===== src/rtl/uart_tx_arbiter.sv =====
// uart_tx_arbiter
//   Round-robin arbiter that merges NREQ byte streams into one registered
//   byte stream feeding a UART transmit FIFO write path. An owner keeps the
//   grant until it sends a newline (0x0A) or stays idle for TIMEOUT cycles.
//
//   Build option: define UART_ARB_TAG_EN to prefix every grant with an owner
//   tag "<digit>:" (0x30+owner, 0x3A). Undefined by default, and then the
//   tag states are not built at all.
//
// Ports
//   clock         sole clock, rising edge
//   async_resetn  asynchronous active-low reset
//   req_valid     [NREQ]   per-requester byte valid
//   req_data      [8*NREQ] per-requester byte, requester i on [8i+7:8i]
//   req_ready     [NREQ]   per-requester accept
//   out_valid     registered byte valid toward the FIFO
//   out_data      [8]      registered byte
//   out_ready     downstream accept
//   grant         [NREQ]   one-hot current owner, zero in IDLE
//   busy          high whenever the FSM is not in IDLE
//
// state | meaning
// ------+-------------------------------------------------------------
// IDLE  | no owner; pick next valid requester round-robin from last+1
// TAG0  | (tag build) load owner digit 0x30+g into the output buffer
// TAG1  | (tag build) load ':' into the output buffer
// PASS  | forward owner bytes; leave on 0x0A or on idle timeout
module uart_tx_arbiter #(
    parameter int NREQ    = 2,
    parameter int TIMEOUT = 1000000
) (
    input  logic              clock,
    input  logic              async_resetn,
    input  logic [NREQ-1:0]   req_valid,
    input  logic [8*NREQ-1:0] req_data,
    output logic [NREQ-1:0]   req_ready,
    output logic              out_valid,
    output logic [7:0]        out_data,
    input  logic              out_ready,
    output logic [NREQ-1:0]   grant,
    output logic              busy
);

    localparam int              IDXW       = (NREQ > 1) ? $clog2(NREQ) : 1;
    localparam logic [IDXW-1:0] LAST_RST   = IDXW'(NREQ - 1);
    localparam logic [IDXW-1:0] LAST_IDX   = IDXW'(NREQ - 1);
    localparam logic [23:0]     TIMEOUT_M1 = 24'(TIMEOUT - 1);
    localparam logic [7:0]      NEWLINE    = 8'h0A;

`ifdef UART_ARB_TAG_EN
    localparam logic [7:0]      TAG_BASE   = 8'h30;
    localparam logic [7:0]      TAG_COLON  = 8'h3A;
    typedef enum logic [1:0] {
        IDLE = 2'd0,
        TAG0 = 2'd1,
        TAG1 = 2'd2,
        PASS = 2'd3
    } state_t;
`else
    typedef enum logic [1:0] {
        IDLE = 2'd0,
        PASS = 2'd3
    } state_t;
`endif

    state_t          state;
    state_t          state_nxt;
    logic [NREQ-1:0] grant_nxt;
    logic [IDXW-1:0] last;
    logic [IDXW-1:0] last_nxt;
    logic [23:0]     idle_cnt;
    logic [23:0]     idle_cnt_nxt;
    logic            load;
    logic [7:0]      load_data;
    logic            buffer_free;
    logic            owner_valid;
    logic [7:0]      owner_data;
    logic [IDXW-1:0] sel_idx;
    logic            sel_found;
    logic [IDXW-1:0] cand;

    assign buffer_free = !out_valid || out_ready;
    assign busy        = (state != IDLE);
    // last always holds the current owner while granted
    assign owner_valid = req_valid[last];
    assign owner_data  = req_data[{last, 3'b000} +: 8];

    // Round-robin search starting just after the previous owner.
    always_comb begin
        sel_idx   = last;
        sel_found = 1'b0;
        cand      = last;
        for (int k = 0; k < NREQ; k++) begin
            cand = (cand == LAST_IDX) ? '0 : cand + IDXW'(1);
            if (!sel_found && req_valid[cand]) begin
                sel_found = 1'b1;
                sel_idx   = cand;
            end
        end
    end

    always_comb begin
        state_nxt    = state;
        grant_nxt    = grant;
        last_nxt     = last;
        idle_cnt_nxt = idle_cnt;
        load         = 1'b0;
        load_data    = owner_data;
        req_ready    = '0;
        case (state)
            IDLE: begin
                if (sel_found) begin
                    grant_nxt          = '0;
                    grant_nxt[sel_idx] = 1'b1;
                    last_nxt           = sel_idx;
                    idle_cnt_nxt       = '0;
`ifdef UART_ARB_TAG_EN
                    state_nxt          = TAG0;
`else
                    state_nxt          = PASS;
`endif
                end
            end
`ifdef UART_ARB_TAG_EN
            TAG0: begin
                if (buffer_free) begin
                    load      = 1'b1;
                    load_data = TAG_BASE + 8'(last);
                    state_nxt = TAG1;
                end
            end
            TAG1: begin
                if (buffer_free) begin
                    load         = 1'b1;
                    load_data    = TAG_COLON;
                    idle_cnt_nxt = '0;
                    state_nxt    = PASS;
                end
            end
`endif
            PASS: begin
                req_ready[last] = buffer_free;
                if (owner_valid) begin
                    // a valid owner stalled by the buffer is not idle
                    idle_cnt_nxt = '0;
                    if (buffer_free) begin
                        load = 1'b1;
                        if (owner_data == NEWLINE) begin
                            state_nxt = IDLE;
                            grant_nxt = '0;
                        end
                    end
                end else begin
                    // counter lands on TIMEOUT on the same edge the grant drops
                    idle_cnt_nxt = idle_cnt + 24'd1;
                    if (idle_cnt == TIMEOUT_M1) begin
                        state_nxt = IDLE;
                        grant_nxt = '0;
                    end
                end
            end
            default: begin
                state_nxt = IDLE;
                grant_nxt = '0;
            end
        endcase
    end

    always_ff @(posedge clock or negedge async_resetn) begin
        if (!async_resetn) begin
            state <= IDLE;
        end else begin
            state <= state_nxt;
        end
    end

    always_ff @(posedge clock or negedge async_resetn) begin
        if (!async_resetn) begin
            grant     <= '0;
            last      <= LAST_RST;
            idle_cnt  <= '0;
            out_valid <= 1'b0;
            out_data  <= '0;
        end else begin
            grant    <= grant_nxt;
            last     <= last_nxt;
            idle_cnt <= idle_cnt_nxt;
            if (load) begin
                out_valid <= 1'b1;
                out_data  <= load_data;
            end else if (out_ready) begin
                out_valid <= 1'b0;
            end
        end
    end

endmodule


===== config.mk =====
export PLATFORM = sky130hd
export DESIGN_NAME = uart_tx_arbiter
export DESIGN_NICKNAME = d
export VERILOG_FILES = /design/src/rtl/uart_tx_arbiter.sv
export SDC_FILE = /design/constraint.sdc
export NUM_CORES = 1
export LEC_CHECK = 0
export ABC_AREA = 1
export CAP_MARGIN = 20
export CORE_MARGIN = 3
export CORE_UTILIZATION = 45
export DETAILED_ROUTE_END_ITERATION = 10
export MAX_ROUTING_LAYER = met4
export PLACE_DENSITY_LB_ADDON = 0.15
export SLEW_MARGIN = 20
export SYNTH_ARGS = -nofsm -noshare
export SYNTH_HDL_FRONTEND = slang
export SYNTH_SLANG_ARGS = --single-unit

===== constraint.sdc =====
create_clock -name clock -period 1.6 [get_ports clock]
set_input_delay 0.32 -clock clock [delete_from_list [all_inputs] [get_ports clock]]
set_output_delay 0.32 -clock clock [all_outputs]
set_load 0.01 [all_outputs]

# == Word level (Yosys, flattened, before mapping) ==
# Cells that the tools add are included.
# totals
register_bits,38
input_bits,21
output_inout_bits,14
wordCells,70
# classes
n_mux,33
n_eq_ne,7
n_lt_le_gt_ge,6
n_reduce_logical,13
n_addsub,3
n_shift,1
bitwise_logic,1
# op_table
op,n
2-to-1 mux 24 bit,2
one-hot mux 24 bit (2 select lines),1
"adder 24 x 1 -> 24 bit, second input constant",1
"equality test 24 x 20 -> 1 bit, second input constant",1
2-to-1 mux 1 bit,19
variable part select 16 x 5 -> 8 bit,1
2-to-1 mux 2 bit,7
"!= test 3 bit, second input constant",3
"equality test 8 x 4 -> 1 bit, second input constant",1
"< comparator 1 x 2 -> 1 bit, second input constant",4
one-hot mux 2 bit (2 select lines),2
nonzero test 2 bit,3
AND reduction 2 bit,2
AND reduction 4 bit,1
logical AND 1 bit,3
"adder 1 bit, second input constant",2
bitwise AND 2 bit,1
demux 1 bit (select 1 bit),2
"equality test 2 bit, second input constant",1
"greater-or-equal comparator 1 bit, second input constant",2
zero test 1 bit,2
zero test 2 bit,1
"!= test 2 bit, second input constant",1
logical OR 1 bit,1

# == Longest topological paths before layout ==
# Gate-level depths: netlist of run 1.
# depth
ltp_word,14
ltp_mapped,10
depth_no_buf,9

# == Worst setup path after synthesis of run 1 ==
# No wires, ideal clock.
# synth_path
path_kind,register to register
startpoint,reg idle_cnt[1]
endpoint,reg idle_cnt[18]
setup_slack_ps,273
setup_ps,121
n_path_buf,0
period_less_slack_ps,1327
path_stages_with_launch,9
required_time_ps,1479
t_arrival_ps,1206
cell_sequence,dfrtp_1 -> ha_1 -> nand2_1 -> nor2_4 -> nand2_2 -> nor2_1 -> nand3_1 -> nand3_1 -> o21ai_1
# synth_via
elab_chain_len,3
# synth_lines
item,line_no,source
"start, declared",71,logic [23:0] idle_cnt;
"start signal, assigned",187,idle_cnt <= idle_cnt_nxt;
adder 24 x 1 -> 24 bit,155,idle_cnt_nxt = idle_cnt + 24'd1;
2-to-1 mux 24 bit,143,if (owner_valid) begin
one-hot mux 24 bit (2 select lines),110,case (state)
# No other way between the ends.
# A chain may end at the register's enable or synchronous reset.

# == Worst setup path in the final report of run 1 ==
# layout_path
startpoint,reg last
endpoint,out req_ready[0]
# layout_via
elab_chain_len,6
word_cells_on_any_way,7
classes_between,order compare (2); mux (3); bitwise (1); reduce/logical (1)
# layout_lines
item,line_no,source
"start, declared",69,logic [IDXW-1:0] last;
"start signal, assigned",186,last <= last_nxt;
< comparator 1 x 2 -> 1 bit (not written as such) / greater-or-equal comparator 1 bit (equally long branches),142,req_ready[last] = buffer_free;
logical AND 1 bit (not written as such),142,
2-to-1 mux 1 bit (not written as such),142,
demux 1 bit (select 1 bit) (*),142,
bitwise AND 2 bit (no source line) (*),--,
2-to-1 mux 2 bit (*),110,
"end, declared",36,"output logic [NREQ-1:0] req_ready,"
# Mark *: on every way between the ends. The rest lies on a longest branch, timed or not.

==> flow_summary.json, run 1 <==
{
  "status": "complete, no violations",
  "fin_nets": 426,
  "skew_ns": 0.00775,
  "final_layout_size_suffix_gt1_frac": 0.205,
  "antenna_found_initial": 0,
  "maxCapViolCount": 0,
  "die_w_um": 78.7,
  "place.gp.congestion": 0.920,
  "vias": 2314,
  "period_needed_ns": 1.55,
  "nFillCells": 462,
  "worstPathMaxFanout": 9,
  "maxSlewViolCount": 0,
  "synthAdderAreaFrac": 0.00526,
  "max_freq_ghz": 0.643,
  "clk_latency_ns": 0.29,
  "mostFrequentLayoutCells": "nand2_1 (101), inv_1 (43), dfrtp_1 (36)",
  "fin_ws_ns": 0.0455,
  "rsz0062_at_grt": "yes",
  "hold-worst-slack_ns": 0.0225,
  "yosys.area_share.simple": 0.372,
  "synth-xor-area-share": 0,
  "worstMarginPinSlew_ns": 0.579,
  "syn_to_final_growth_pct": 30.1,
  "avgSynthCellArea_um2": 6.93,
  "cts_buffers": 5,
  "powerDensity_nw_per_um2": 1140,
  "hold_violations": 0,
  "regArea_um2": 927,
  "die_area_um2": 6190,
  "criticalPathCategory": "reg -> out",
  "synth_compound_area_frac": 0.120,
  "synthesis.area_um2": 2380,
  "grt_start_max_net_pins": 26,
  "layout_commonest_cell": "nand2_1",
  "yosysWarnings": 0,
  "via_per_inst": 4.90,
  "cpMaxStageDelayCell": "dfstp_2",
  "critPathArrivalTime_ns": 1.23,
  "grt_usage": 0.209,
  "clockRootBuffer": "clkbuf_8",
  "port_buffers": 34,
  "rows": 25,
  "cts_tree": "done",
  "path_buf_inv": 3,
  "netlist_top_cells_area": "dfrtp_1 (38%), nand2_1 (17%), inv_1 (6.9%)",
  "die_h_um": 78.7,
  "wl_um": 5800,
  "start_kind": "flip-flop",
  "ir_drop_mv": 1.06,
  "yosysSeqAreaShare": 0.390,
  "place.detailed.hpwl_um": 4450,
  "clkTransAtPathRegs_ns": 0.08,
  "synth_cell_type_count": 34,
  "drc": 0,
  "n_antenna_cell": 0,
  "critPathMaxStageDelay_ns": 0.55,
  "grt_first_pass_wirelength_um": 10000,
  "routedWlPerCell_um": 12.3,
  "place_ws_ns": -0.376,
  "postRouteAntennaNets": 0,
  "cp.required_ns": 1.28,
  "end_kind": "output port",
  "p_total_w": 0.00353,
  "synth_top_family_by_area": "simple AND/OR/NAND/NOR gates",
  "fin_util": 0.630,
  "cp_top_family": "flip-flops",
  "ys_seq_elements": 37,
  "drtIter0Drc": 163,
  "ios": 35,
  "drtPass1Iterations": 4,
  "coreArea_um2": 4910,
  "multi_input_area_um2": 1240,
  "muxShareOfSynthArea": 0,
  "min_period_over_period": 0.972,
  "relSlewSlack": 0.614,
  "synth_nets": 365,
  "cts.path.max_buffers": 2,
  "start_util": 0.484,
  "cts.sinks": 37,
  "grt_pass1_vias": 2212,
  "grt_overflow_total": 0,
  "synth_top_area_cell": "dfrtp_1",
  "yosysTopAreaCellShare": 0.379,
  "setup_viol": 0,
  "leakage_nw": 1.52,
  "worstPathCellList": "buf_4 -> buf_12 -> nor2_2 -> buf_2",
  "netlist_instances": 343,
  "hold_path_class": "in -> async",
  "htree_levels": 2
}
-- state kept, by name, summed over array words and instances, names as in the netlist --
signal and flops:
last 1, out_data 8, idle_cnt 24, out_valid 1, state 1, grant 2
-- worst reg2reg max path, cell delays in order, from the launching register on --
cell and delay (ns):
dfrtp_1 0.39, ha_2 0.20, nand2_2 0.08, nor2_4 0.20, nand2_4 0.09, nor2_4 0.19, nand2_1 0.09, nor2_1 0.09
o22ai_1 0.08
-- power by group --
part           switching [W]  total (W)  internal [W]  leakage, nW
Combinational       0.000854    0.00168      0.000824        0.992
Sequential          0.000102    0.00122       0.00111        0.486
Clock               0.000336   0.000639      0.000302       0.0450
-- routing by layer --
layer / up-vias / GRT usage / part of all wire
met5: - / - / 0
met4: 0 / 0.0612 / 0.011
met3: 5 / 0.0374 / 0.036
met2: 32 / 0.333 / 0.49
met1: 1064 / 0.273 / 0.46
li1: 1213 / - / -
-- Yosys cell counts --
library cell,instances
ha_1,1
a2bb2oi_2,1
nor2_1,35
buf_2,2
nand3_1,25
a31oi_1,2
o21a_1,1
a22o_1,1
o21bai_1,1
nand3_4,1
nand4_1,7
nor2_4,3
nand3_2,1
dfrtp_1,36
dfstp_2,1
o21ai_1,18
inv_1,44
nor3_1,4
a21oi_2,1
clkinv_2,1
o311ai_0,1
nand2_2,7
o22ai_1,3
nand2_1,107
buf_4,1
nor2_2,5
buf_6,4
o21ai_0,7
a21oi_1,8
a21oi_4,1
o21ai_2,2
inv_2,9
nor2_8,1
nor3b_1,1
-- final timing paths --
path	slack [ns]	end	cells after the start	from
setup / recovery	0.05	req_ready[0]	4	last$_DFFE_PN1P_
hold / removal	0.02	out_data[4]$_DFFE_PN0P_	1	async_resetn
setup reg to reg	0.07	idle_cnt[14]$_DFFE_PN0P_	8	idle_cnt[1]$_DFFE_PN0P_
hold reg to reg	0.49	out_data[6]$_DFFE_PN0P_	2	out_data[6]$_DFFE_PN0P_
max in group asynchronous	1.05	idle_cnt[16]$_DFFE_PN0P_	2	async_resetn
min in group clock	0.26	out_valid$_DFFE_PN0P_	2	out_ready
-- cell type report --
cell class / count / share of cell area
multi-input cells: 245 / 0.400
flip-flops and latches: 37 / 0.300
repair buffers: 61 / 0.180
inverters: 54 / 0.0667
well taps: 67 / 0.0271
clock buffers: 6 / 0.0235
clock inverters: 2 / 0.00323
-- per-stage QoR --
step	setup TNS, ns	cell area, um2	cells
after floorplan	0	2380	343
after global placement	-2.20	2920	458
after detailed placement	-2.38	2920	458
after CTS	0	2990	466
after global routing	-0.110	3090	472
final	0	3090	472
-- cells by family after synthesis --
| group | after synthesis |
|---|---|
| AND/OR/NAND/NOR | 197 |
| flip-flops | 37 |
| AO/OA/AOI/OAI | 47 |
| adder cells (fa/ha/maj) | 1 |
| buffers and inverters | 61 |
-- what timing repair did --
action / CTS / global route
endpoints found under the hold margin: 0 / 0
hold buffers: 0 / 0
gates resized for setup: 9 / 19
pin swaps: 0 / 12
endpoints found under the setup margin: 3 / 18
gates cloned: 0 / 0
setup buffers: 0 / 6
Note: power is estimated with default switching activity, not from simulation.
==> run 2, diff against run 1 <==
--- a/config.mk
+++ b/config.mk
@@ -12,6 +12,7 @@
 export DETAILED_ROUTE_END_ITERATION = 10
 export MAX_ROUTING_LAYER = met4
 export PLACE_DENSITY_LB_ADDON = 0.15
+export SKIP_CTS_REPAIR_TIMING = 1
 export SLEW_MARGIN = 20
 export SYNTH_ARGS = -nofsm -noshare
 export SYNTH_HDL_FRONTEND = slang
==> run 2 against run 1 <==
Sequential share of layout area is 0.21 points higher. Die area stayed put. Global-route usage stayed put. Total power is 1.1% lower. Combinational power hardly changed. Clock power is 0.6% lower. Highest routed layer unchanged.
==> flow_summary.json, run 2 (synthesis results as in run 1) <==
{
  "status": "complete, no violations",
  "hold_path_class": "in -> async",
  "drc": 0,
  "mostFrequentLayoutCells": "nand2_1 (102), inv_1 (43), dfrtp_1 (36)",
  "grt_overflow_total": 0,
  "wl_um": 5790,
  "ir_drop_mv": 1.05,
  "reg.largest.list": "idle_cnt (24), out_data (8), grant (2)",
  "drtPass1Iterations": 4,
  "min_period_over_period": 0.976,
  "start_util": 0.484,
  "hold_violations": 0,
  "regMostFlops": "idle_cnt",
  "rr_worst_depth": 6,
  "setup_tns_ns": 0,
  "fin_nets": 424,
  "critPathArrivalTime_ns": 1.24,
  "grt_start_max_net_pins": 26,
  "routedWlPerCell_um": 12.3,
  "final_layout_size_suffix_gt1_frac": 0.196,
  "grt_first_pass_wirelength_um": 10000,
  "maxCapViolCount": 0,
  "cts_tree": "done",
  "cts_buffers": 5,
  "start_kind": "flip-flop",
  "port_buffers": 34,
  "layout_commonest_cell": "nand2_1",
  "antenna_found_initial": 0,
  "max_freq_ghz": 0.640,
  "coreArea_um2": 4910,
  "rsz0062_at_grt": "yes",
  "postRouteAntennaNets": 0,
  "grt_usage": 0.209,
  "fin_area_um2": 3070,
  "clockRootBuffer": "clkbuf_8",
  "place.detailed.hpwl_um": 4450,
  "vias": 2304,
  "skew_ns": 0.00858,
  "ios": 35,
  "clkTransAtPathRegs_ns": 0.08,
  "setup_viol": 0,
  "die_h_um": 78.7,
  "criticalPathCategory": "reg -> out",
  "syn_to_final_growth_pct": 29.2,
  "placed_area_um2": 2920,
  "r2r-end": "idle_cnt[14]$_DFFE_PN0P_",
  "maxSlewViolCount": 0,
  "cp.required_ns": 1.28,
  "r2r_start": "last$_DFFE_PN1P_",
  "period_needed_ns": 1.56,
  "rows": 25,
  "reg2reg_slack_ns": 0.10,
  "cts.sinks": 37,
  "htree_levels": 2,
  "grt_pass1_vias": 2212,
  "worstMarginPinSlew_ns": 0.576,
  "clk_latency_ns": 0.29,
  "end_kind": "output port",
  "leakage_nw": 1.50,
  "die_w_um": 78.7,
  "place.gp.congestion": 0.920,
  "largest_register_ffs": 24,
  "worstPathMaxFanout": 9,
  "relSlewSlack": 0.616,
  "n_antenna_cell": 0,
  "drtIter0Drc": 180,
  "via_per_inst": 4.90,
  "die_area_um2": 6190,
  "powerDensity_nw_per_um2": 1140,
  "cts.path.max_buffers": 2
}
## run 2: how the worst max path moves through the flow
stage                            startpoint                  endpoint  slack (ns)  cells past startpoint
global placement                  out_ready              req_ready[0]       -0.32                      6
CTS                               out_ready              req_ready[0]       -0.37                      6
finish                     last$_DFFE_PN1P_              req_ready[0]        0.04                      4
detailed placement                out_ready              req_ready[0]       -0.38                      6
floorplan           idle_cnt[1]$_DFFE_PN0P_  idle_cnt[18]$_DFFE_PN0P_        0.27                      8
global route          out_valid$_DFFE_PN0P_              req_ready[1]       -0.04                      6
## run 2: critical path, stage by stage, from the launching register on
cell and delay [ns]:
dfstp_2 0.55, buf_4 0.12, buf_12 0.11, nor2_1 0.05
clkbuf_2 0.13
## run 2: area by class of cell
class | instances | area (um2)
fill | 465 | 1840
multi-input combinational | 245 | 1230
sequential | 37 | 927
timing repair buffer | 59 | 547
inverter | 54 | 206
tap | 67 | 83.8
clock buffer | 6 | 72.6
clock inverter | 2 | 10.0
## run 2: where the power goes
| part | leakage, nW | internal (W) | switching [W] |
|---|---|---|---|
| sequential | 0.486 | 0.00111 | 0.0000998 |
| clock | 0.0450 | 0.000302 | 0.000333 |
| combinational | 0.969 | 0.000793 | 0.000853 |
| total | 1.50 | 0.00221 | 0.00129 |
## run 2: stage by stage
step | hold slack, ns | worst slack (ns) | total power [W] | util | cells
2_1_floorplan | 0.0244 | 0.273 | 0.00207 | - | 343
3_3_place_gp | 0.356 | -0.323 | 0.00279 | 0.594 | 458
3_5_place_dp | 0.361 | -0.376 | 0.00281 | 0.594 | 458
4_1_cts | 0.0396 | -0.372 | 0.00347 | 0.611 | 466
5_1_grt | 0.0560 | -0.0415 | 0.00374 | 0.626 | 470
6_report | 0.0228 | 0.0381 | 0.00350 | 0.626 | 470
## run 2: per-layer routing
layer  share of wire  vias up  GRT usage
met5               0        -          -
met4           0.011        0     0.0612
met3           0.029        5     0.0374
met2            0.49       30      0.333
met1            0.47     1065      0.273
li1                -     1204          -
==> run 3, diff against run 2 <==
--- a/config.mk
+++ b/config.mk
@@ -10,6 +10,7 @@
 export CORE_MARGIN = 3
 export CORE_UTILIZATION = 45
 export DETAILED_ROUTE_END_ITERATION = 10
+export HOLD_SLACK_MARGIN = 0.03
 export MAX_ROUTING_LAYER = met4
 export PLACE_DENSITY_LB_ADDON = 0.15
 export SKIP_CTS_REPAIR_TIMING = 1
==> results of run 3 <==
Same layout as run 2: the final DEF is identical, and so are final timing and power.
